[config.mk]
export PLATFORM = sky130hd
export DESIGN_NAME = cobra_core
export DESIGN_NICKNAME = d
export VERILOG_FILES = /design/src/rtl/cobra_pkg.sv /design/src/rtl/cobra_alu.sv /design/src/rtl/cobra_core.sv
export SDC_FILE = /design/constraint.sdc
export NUM_CORES = 2
export LEC_CHECK = 0
export ABC_AREA = 1
export CORE_MARGIN = 4
export CORE_UTILIZATION = 35
export CTS_BUF_LIST = sky130_fd_sc_hd__clkbuf_16
export CTS_CLUSTER_SIZE = 28
export DETAILED_ROUTE_END_ITERATION = 10
export PLACE_DENSITY = 0.6
export SLEW_MARGIN = 10
export SYNTH_ARGS = -nofsm -noshare
export SYNTH_HDL_FRONTEND = slang
export SYNTH_HIERARCHICAL = 1
export SYNTH_SLANG_ARGS = --single-unit
export TNS_END_PERCENT = 100
[constraint.sdc]
create_clock -name clk -period 109.3 [get_ports clk]
set_clock_uncertainty 0.15 [all_clocks]
set_input_delay 21.86 -clock clk [delete_from_list [all_inputs] [get_ports clk]]
set_output_delay 21.86 -clock clk [all_outputs]
set_load 0.01 [all_outputs]
[src/rtl/cobra_pkg.sv]
// Shared definitions for cobra_core: instruction field positions, ALU opcodes,
// write-source encodings and FSM states. WAIT_IN exists only with COBRA_IN_PORT_EN.
package cobra_pkg;

  localparam int J_BIT   = 31;
  localparam int B_BIT   = 30;
  localparam int WS_MSB  = 29;
  localparam int WS_LSB  = 28;
  localparam int OP_MSB  = 27;
  localparam int OP_LSB  = 23;
  localparam int RA1_MSB = 22;
  localparam int RA1_LSB = 18;
  localparam int RA2_MSB = 17;
  localparam int RA2_LSB = 13;
  localparam int C_MSB   = 12;
  localparam int C_LSB   = 5;
  localparam int WA_MSB  = 4;
  localparam int WA_LSB  = 0;

  localparam logic [4:0] ALU_ADD  = 5'b00000;
  localparam logic [4:0] ALU_SUB  = 5'b01000;
  localparam logic [4:0] ALU_SLL  = 5'b00001;
  localparam logic [4:0] ALU_SRL  = 5'b00101;
  localparam logic [4:0] ALU_SRA  = 5'b01101;
  localparam logic [4:0] ALU_SLT  = 5'b00010;
  localparam logic [4:0] ALU_SLTU = 5'b00011;
  localparam logic [4:0] ALU_XOR  = 5'b00100;
  localparam logic [4:0] ALU_OR   = 5'b00110;
  localparam logic [4:0] ALU_AND  = 5'b00111;
  localparam logic [4:0] ALU_EQ   = 5'b11000;
  localparam logic [4:0] ALU_NE   = 5'b11001;
  localparam logic [4:0] ALU_LT   = 5'b11100;
  localparam logic [4:0] ALU_GE   = 5'b11101;
  localparam logic [4:0] ALU_LTU  = 5'b11110;
  localparam logic [4:0] ALU_GEU  = 5'b11111;

  localparam logic [1:0] WS_IN    = 2'b00;
  localparam logic [1:0] WS_ALU   = 2'b01;
  localparam logic [1:0] WS_CONST = 2'b10;
  localparam logic [1:0] WS_NONE  = 2'b11;

  typedef enum logic [1:0] {
    ST_FETCH   = 2'd0,
    ST_EXEC    = 2'd1,
`ifdef COBRA_IN_PORT_EN
    ST_WAIT_IN = 2'd2,
`endif
    ST_HALT    = 2'd3
  } state_t;

  function automatic logic is_cmp(input logic [4:0] op);
    return op[4:3] == 2'b11;
  endfunction

endpackage

[src/rtl/cobra_alu.sv]
// Combinational ALU for cobra_core; compare ops (11xxx) raise flag and return it
// zero-extended, undefined opcodes return 0.
module cobra_alu
  import cobra_pkg::*;
#(
  parameter int XLEN = 32
) (
  input  logic [4:0]      op,
  input  logic [XLEN-1:0] a,
  input  logic [XLEN-1:0] b,
  output logic [XLEN-1:0] result,
  output logic            flag
);

  logic [4:0] shamt;
  logic       lt_s;
  logic       lt_u;

  assign shamt = b[4:0];
  assign lt_s  = $signed(a) < $signed(b);
  assign lt_u  = a < b;

  always_comb begin
    result = '0;
    flag   = 1'b0;
    case (op)
      ALU_ADD:  result = a + b;
      ALU_SUB:  result = a - b;
      ALU_SLL:  result = a << shamt;
      ALU_SRL:  result = a >> shamt;
      ALU_SRA:  result = XLEN'($signed(a) >>> shamt);
      ALU_SLT:  result = XLEN'(lt_s);
      ALU_SLTU: result = XLEN'(lt_u);
      ALU_XOR:  result = a ^ b;
      ALU_OR:   result = a | b;
      ALU_AND:  result = a & b;
      ALU_EQ:   flag = (a == b);
      ALU_NE:   flag = (a != b);
      ALU_LT:   flag = lt_s;
      ALU_GE:   flag = !lt_s;
      ALU_LTU:  flag = lt_u;
      ALU_GEU:  flag = !lt_u;
      default:  ;
    endcase
    if (is_cmp(op)) result = XLEN'(flag);
  end

endmodule

[src/rtl/cobra_core.sv]
// Multi-cycle FETCH/EXEC core with x0, halt, out_data and retire strobe.
// Define COBRA_IN_PORT_EN to make WS=00 read in_data through a valid/ready handshake.
module cobra_core
  import cobra_pkg::*;
#(
  parameter int XLEN = 32,
  parameter int PC_W = 8
) (
  input  logic            clk,
  input  logic            rst,
  output logic [PC_W-1:0] imem_addr,
  input  logic [31:0]     imem_rdata,
  input  logic [XLEN-1:0] in_data,
  input  logic            in_valid,
  output logic            in_ready,
  output logic [XLEN-1:0] out_data,
  output logic            halted,
  output logic            retired
);

  state_t          state, state_next;
  logic [PC_W-1:0] pc, pc_next;
  logic [XLEN-1:0] rf [32];

  logic            j, b;
  logic [1:0]      ws;
  logic [4:0]      op, ra1, ra2, wa;
  logic [7:0]      c;
  logic [XLEN-1:0] c_x, rd1, rd2, alu_result;
  logic [PC_W-1:0] c_pc;
  logic            flag, taken, halting;

  logic            rf_we, out_we;
  logic [4:0]      rf_wa;
  logic [XLEN-1:0] rf_wd;

  assign j   = imem_rdata[J_BIT];
  assign b   = imem_rdata[B_BIT];
  assign ws  = imem_rdata[WS_MSB:WS_LSB];
  assign op  = imem_rdata[OP_MSB:OP_LSB];
  assign ra1 = imem_rdata[RA1_MSB:RA1_LSB];
  assign ra2 = imem_rdata[RA2_MSB:RA2_LSB];
  assign c   = imem_rdata[C_MSB:C_LSB];
  assign wa  = imem_rdata[WA_MSB:WA_LSB];

  assign c_x  = XLEN'($signed(c));
  assign c_pc = PC_W'($signed(c));

  // rf[0] is never written and resets to 0, so x0 needs no read-side mux.
  assign rd1 = rf[ra1];
  assign rd2 = rf[ra2];

  cobra_alu #(.XLEN(XLEN)) u_alu (
    .op     (op),
    .a      (rd1),
    .b      (rd2),
    .result (alu_result),
    .flag   (flag)
  );

  assign taken   = j | (b & flag);
  assign halting = taken && (c == 8'd0);

`ifdef COBRA_IN_PORT_EN
  logic [4:0] wait_wa;
  logic       wait_cap;
  assign in_ready = (state == ST_WAIT_IN);
`else
  logic unused_in;
  assign unused_in = ^{in_data, in_valid};
  assign in_ready  = 1'b0;
`endif

  // NOTE: every always_comb output gets a default first, so no path can infer a latch.
  always_comb begin
    state_next = state;
    pc_next    = pc;
    rf_we      = 1'b0;
    rf_wa      = wa;
    rf_wd      = alu_result;
    out_we     = 1'b0;
    retired    = 1'b0;
`ifdef COBRA_IN_PORT_EN
    wait_cap   = 1'b0;
`endif
    case (state)
      ST_FETCH: state_next = ST_EXEC;
      ST_EXEC: begin
`ifdef COBRA_IN_PORT_EN
        if (ws == WS_IN) begin
          state_next = ST_WAIT_IN;
          wait_cap   = 1'b1;
        end else
`endif
        begin
          retired    = 1'b1;
          pc_next    = taken ? pc + c_pc : pc + PC_W'(1);
          state_next = halting ? ST_HALT : ST_FETCH;
          case (ws)
            WS_ALU: begin
              rf_we  = 1'b1;
              out_we = 1'b1;
            end
            WS_CONST: begin
              rf_we = 1'b1;
              rf_wd = c_x;
            end
            WS_IN, WS_NONE: ;
            default: ;
          endcase
        end
      end
`ifdef COBRA_IN_PORT_EN
      ST_WAIT_IN: begin
        if (in_valid) begin
          rf_we      = 1'b1;
          rf_wa      = wait_wa;
          rf_wd      = in_data;
          pc_next    = pc + PC_W'(1);
          retired    = 1'b1;
          state_next = ST_FETCH;
        end
      end
`endif
      ST_HALT: ;
      default: state_next = ST_FETCH;
    endcase
  end

  // NOTE: the register file is reset because software relies on all registers starting at 0.
  always_ff @(posedge clk or posedge rst) begin
    if (rst) begin
      state    <= ST_FETCH;
      pc       <= '0;
      out_data <= '0;
      for (int i = 0; i < 32; i++) rf[i] <= '0;
`ifdef COBRA_IN_PORT_EN
      wait_wa  <= '0;
`endif
    end else begin
      state <= state_next;
      pc    <= pc_next;
      if (out_we) out_data <= alu_result;
      if (rf_we && rf_wa != 5'd0) rf[rf_wa] <= rf_wd;
`ifdef COBRA_IN_PORT_EN
      if (wait_cap) wait_wa <= wa;
`endif
    end
  end

  assign imem_addr = pc;
  assign halted    = (state == ST_HALT);

endmodule

* Word level (Yosys, flattened, before mapping) *
Index checks and enable logic that the tools add are counted.
W data, S select, Z words.

word-level totals
  output and inout bits = 43
  bits of input ports = 67
  word-level logic and storage cells = 110
  register bits after elaboration = 1066

cells by class
  order comparisons = 6
  add/sub/neg operators = 4
  shift operators = 3
  reduce and logical (&&, ||, !) cells = 10
  equality and inequality tests = 22
  bitwise operators = 8
  muxes and demuxes = 22

operator list
  cell                   number
  $bwmux W1024           1
  $bmux W32 S5           2
  $pmux W32 S10          1
  $mux W32               8
  $demux W32 S5          1
  $lt A32 B32 Y1         2
  $add A32 B32 Y32       1
  $and A32 B32 Y32       1
  $eq A32 B32 Y1         1
  $ne A32 B32 Y1         1
  $or A32 B32 Y32        1
  $shl A32 B5 Y32        1
  $shr A32 B5 Y32        1
  $sshr A32 B5 Y32       1
  $sub A32 B32 Y32       1
  $xor A32 B32 Y32       1
  $eq A5 B5 Y1 const B   6
  $eq A5 B3 Y1 const B   4
  $ge A6 B6 Y1 const B   3
  $not A5 Y6             3
  $eq A5 B2 Y1 const B   2
  $eq A5 B4 Y1 const B   2
  $add A8 B1 Y8 const B  1
  $add A8 B8 Y8          1
  18 further kinds       28

* Depth between registers and ports, before layout *
  word-level depth = 12
  depth in mapped cells = 46
  depth with buffers taken out = 41

* Hierarchy *
The synthesis kept the hierarchy.

by module, submodules not included
  module      seq. area each (µm²)  times used  area each (µm²)  cells each
  cobra_core  26675.6               1           58765.1          8570
  cobra_alu   0.0                   1           10029.6          2014

* Worst setup path after synthesis *
Ideal clock, no wire load.

  path kind = in2reg
  start point = input imem_rdata[13]
  end point = register pc[6], in the netlist imem_addr[6]
  data arrival time = 26562 ps
  required time = 109032 ps
  path buffers = 6
  setup slack = 82471 ps
  setup time = 118 ps
  stages = 44
  path through = buf_2 inv_2 buf_2 clkbuf_1 nand2_1 nand3_1 nand3_1 nand2_1 nand2_1 nand2_1 nand2_1 nand2_1 clkbuf_1 inv_1 buf_2 buf_2 ha_1 nor2_2 (+8 left out) nand2_1 nand3_1 nand2_1 nor2_2 inv_1 nand2_1 nand2_1 inv_1 or2_2 ha_1 inv_1 fa_1 o21ai_0 nand2_1 nand2_1 nand2_1 nand3_1 nand2_1

between the ends
  word-level cells in the longest chain between the ends = 10
  elaborated cells between the ends (all ways) = 14
  classes of those cells = 2 x order compare; 2 x eq/ne; 5 x mux; 3 x bitwise; 2 x reduce/logical

ends and longest elaborated chain
  what                                           RTL line                          text
  start, declared                                cobra_core.sv:12                  input logic [31:0] imem_rdata,
  $not A5 Y6 (implied by the code) *             cobra_core.sv:51                  assign rd2 = rf[ra2];
  $bmux W32 S5 *                                 cobra_core.sv:51
  $mux W32 (implied by the code) * (2 in a row)  cobra_core.sv:51
  net rd2[4]                                     cobra_core.sv:29                  logic [XLEN-1:0] c_x, rd1, rd2, alu_result;
  $lt A32 B32 Y1, on equally long branches       cobra_alu.sv:21, cobra_alu.sv:20
  $logic_not A1 Y1, on equally long branches     cobra_alu.sv:42, cobra_alu.sv:40
  $pmux W1 S6 *                                  cobra_alu.sv:26                   case (op)
  net flag                                       cobra_core.sv:31                  logic flag, taken, halting;
  $and A1 B1 Y1 *                                cobra_core.sv:61                  assign taken = j | (b & flag);
  $or A1 B1 Y1 *                                 cobra_core.sv:61
  $mux W8 *                                      cobra_core.sv:97                  pc_next = taken ? pc + c_pc : pc + PC_W'(1);
  end signal, assigned                           cobra_core.sv:142                 pc <= pc_next;
  end, declared                                  cobra_core.sv:22                  logic [PC_W-1:0] pc, pc_next;

The timed path passes the listed nets; every way through them passes the cells marked *. The select of a mux whose other input is x is not followed.
A chain may end at the register's enable or synchronous reset.

* Worst setup path in the final report *
  start point = input imem_rdata[18]
  end point = register pc[6], in the netlist imem_addr[6]

between the ends
  word-level cells in the longest chain between the ends = 10
  elaborated cells between the ends (all ways) = 14
  classes of those cells = 2 x order compare; 2 x eq/ne; 5 x mux; 3 x bitwise; 2 x reduce/logical

ends and longest elaborated chain
  what                                           RTL line                          text
  $not A5 Y6 (implied by the code) *             cobra_core.sv:50                  assign rd1 = rf[ra1];
  $bmux W32 S5 *                                 cobra_core.sv:50
  $mux W32 (implied by the code) * (2 in a row)  cobra_core.sv:50
  net rd1[11]                                    cobra_core.sv:29
  $lt A32 B32 Y1, on equally long branches       cobra_alu.sv:21, cobra_alu.sv:20
  $logic_not A1 Y1, on equally long branches     cobra_alu.sv:42, cobra_alu.sv:40
  $pmux W1 S6 *                                  cobra_alu.sv:26
  net flag                                       cobra_core.sv:31
  $and A1 B1 Y1 *                                cobra_core.sv:61
  $or A1 B1 Y1 *                                 cobra_core.sv:61
  $mux W8 *                                      cobra_core.sv:97

Marks and branches as above.

==> qor.csv <==
metric;value;unit
yosys_warnings;6;
crit_type;input pin to register;
hold_path_class;register to register;
yosysMostFrequentCell;nand2_1;
floorplan.rows;162;
die_w;451.3;µm
cp-start-kind;input pin;
switchingPower;321.5;µW
grt_pass1_wl;441.1;mm
routed_wl;298.0;mm
clock-sinks;1066;
synth_top_area_share;38.78;%
clk_pin_slew_worst_paths;0.06;ns
drt-pass1-iter-count;9;
synth_flop_cell;dfrtp_1;
grtUsageTotal;28.23;%
gp_congestion;1.009;
cp_max_fo;173;
drv_cap;0;
max_freq;32.16;MHz
post_route_cells_drive_above_1_share;4.684;%
crit_top_cell;nand2_1;
post_cts_buffers;0;
p_per_area;13.20;mW/mm²
clock_path_buffers;3;
seq_power_share;40.6;%
clock_latency;0.79;ns
fillers;20590;
async_flop_share;100.0;%
clockPowerShare;41.0;%
ys_ff_latch;1066;
cp_slowest_cell;buf_4;
slowest_delay;0.99;ns
internal_power;655.2;µW
ir_drop;13.37;µV
syn_area_per_cell;6.500;µm²
via_per_inst;5.689;
dp_slack;77.63;ns
setup_viol;0;
synth.distinct_cells;56;
ys_top_cells_by_count;4631 x nand2_1, 1834 x nand3_1, 1066 x dfrtp_1;
core-area;0.1952;mm²
grt_max_degree;174;
tightest_slew;1.210;ns
start_util;35.24;%
postRouteAntennaNets;0;
netlist_instances;10580;
p_comb_share;18.5;%
slew_violations;0;
switching_share;32.92;%
synth.area.top_cells;dfrtp_1 39%, nand2_1 25%, nand3_1 13%, o21ai_0 7.7%, clkbuf_1 2.9%;
pin_count;110;
route.vias.total;72560;
cts_tree;done;
fp.dieH;451.3;µm
slew_headroom;19.32;%
synth_nets;10760;
fin_ws;78.21;ns
period_needed;31.09;ns
drtIter0Drc;9607;
nNetsFinal;10200;
synth_edf_count;0;
cts_max_level;3;
die_area;0.2037;mm²
port_buffers;75;
drc;0;
ys_seq_area_share;38.78;%
antenna_found_initial;15;
hold_buffers;0;
route.detailed.wl_per_inst;23.36;µm
synthToLayoutAreaGrowth;7.575;%
rsz0062_at_grt;no;
tns;0;ns
grt_pass1_vias;67550;
finalCritPeriodShare;28.45;%
critPathRequiredTime;109.83;ns
crit_family;buffers and inverters;
synth_area;0.06879;mm²
dp_hpwl;172.1;mm
endpoint_kind;register;
hold_viol;0;
run_status;finished, final reports clean;
cts_buffers;118;
critPathBufInv;11;
gr-total-overflow;0;
synth.largest_area_cell;dfrtp_1;
cts_root_buf;clkbuf_16;
leakagePower;33.67;nW
ctsResizeCount;0;
cp.arrival;31.62;ns
logic make-up after synthesis:
logic type,count (synthesis),synth area share [%]
AOI/OAI and AO/OA,1401,10.63
adders and majority gates,113,2.088
xor gates and xnor gates,3,0.03820
and+or+nand+nor,6801,41.15
other,1,0.005451
muxes,2,0.02910
buffers and inverters,1197,7.279
DFF,1066,38.78
worst register-to-register path: cells and delay by family, from the launching register on:
| kind | cells | cell delay (ns) |
|---|---|---|
| adder cells (fa/ha/maj) | 2 | 0.71 |
| flip-flops | 1 | 0.40 |
| AND/OR/NAND/NOR | 17 | 2.38 |
| buffers and inverters | 4 | 1.13 |
| AO/OA/AOI/OAI | 3 | 1.44 |
area by class of cell:
class / count / area [µm²] / share of cell area, %
Multi-Input combinational cell: 8321 / 37330 / 50.44
Sequential cell: 1066 / 26680 / 36.05
Inverter: 335 / 1318 / 1.780
Antenna cell: 11 / 27.53 / 0.03719
Timing Repair Buffer: 175 / 1584 / 2.140
Tap cell: 2624 / 3283 / 4.436
Clock inverter: 104 / 814.5 / 1.101
Clock buffer: 119 / 2978 / 4.024
layer usage:
metal	up-vias	global-route usage (%)	wire [µm]
met5	-	0	41
met3	818	5.548	29460
met4	6	14.68	17190
li1	33220	-	-
met1	34500	38.00	122000
met2	4017	43.04	129300
metrics by stage:
stage | power, mW | cells | hold slack [ns] | cell area, µm² | util (%)
after floorplan | 0.5169 | 10580 | 0.3008 | 68790 | -
after global placement | 0.5782 | 12520 | 0.2356 | 70190 | 35.96
after detailed placement | 0.5782 | 12520 | 0.2395 | 70190 | 35.96
after CTS | 0.9777 | 12740 | 0.2531 | 73980 | 37.90
after global routing | 1.011 | 12750 | 0.2581 | 73990 | 37.90
final | 0.9767 | 12760 | 0.2517 | 74010 | 37.91
power by group through the flow:
| stage | clock (mW) | combinational, mW | sequential (mW) |
|---|---|---|---|
| floorplan | 0 | 0.113 | 0.404 |
| global placement | 0 | 0.175 | 0.403 |
| detailed placement | 0 | 0.175 | 0.403 |
| CTS | 0.406 | 0.176 | 0.396 |
| global route | 0.422 | 0.193 | 0.396 |
| finish | 0.400 | 0.180 | 0.396 |
final timing paths:
| path | startpoint | end | slack [ns] | depth (start not counted) |
|---|---|---|---|---|
| setup / recovery | imem_rdata[18] | imem_addr[6] | 78.21 | 40 |
| max in group asynchronous | rst | rf[943] | 84.49 | 5 |
| hold / removal | rf[1014] | rf[1014] | 0.25 | 0 |
| min in group asynchronous | rst | rf[97] | 21.46 | 2 |
| hold reg to reg | rf[1014] | rf[1014] | 0.25 | 0 |
| setup reg to reg | rf[832] | rf[826] | 103.01 | 26 |
sequential cells by signal (all words and copies together), names as in the netlist:
name	count
rf	1024
state	2
imem_addr	8
out_data	32
cells in the final DEF (no fill, tap or decap), drive strengths merged, types with 110 or more instances in the layout:
| cell | n |
|---|---|
| inv | 352 |
| a21oi | 134 |
| ha | 110 |
| nand3 | 1836 |
| buf | 110 |
| nand2 | 4665 |
| o21ai | 1185 |
| dfrtp | 1066 |
| clkbuf | 119 |
| nor2 | 211 |
(Power assumes the default switching activity.)
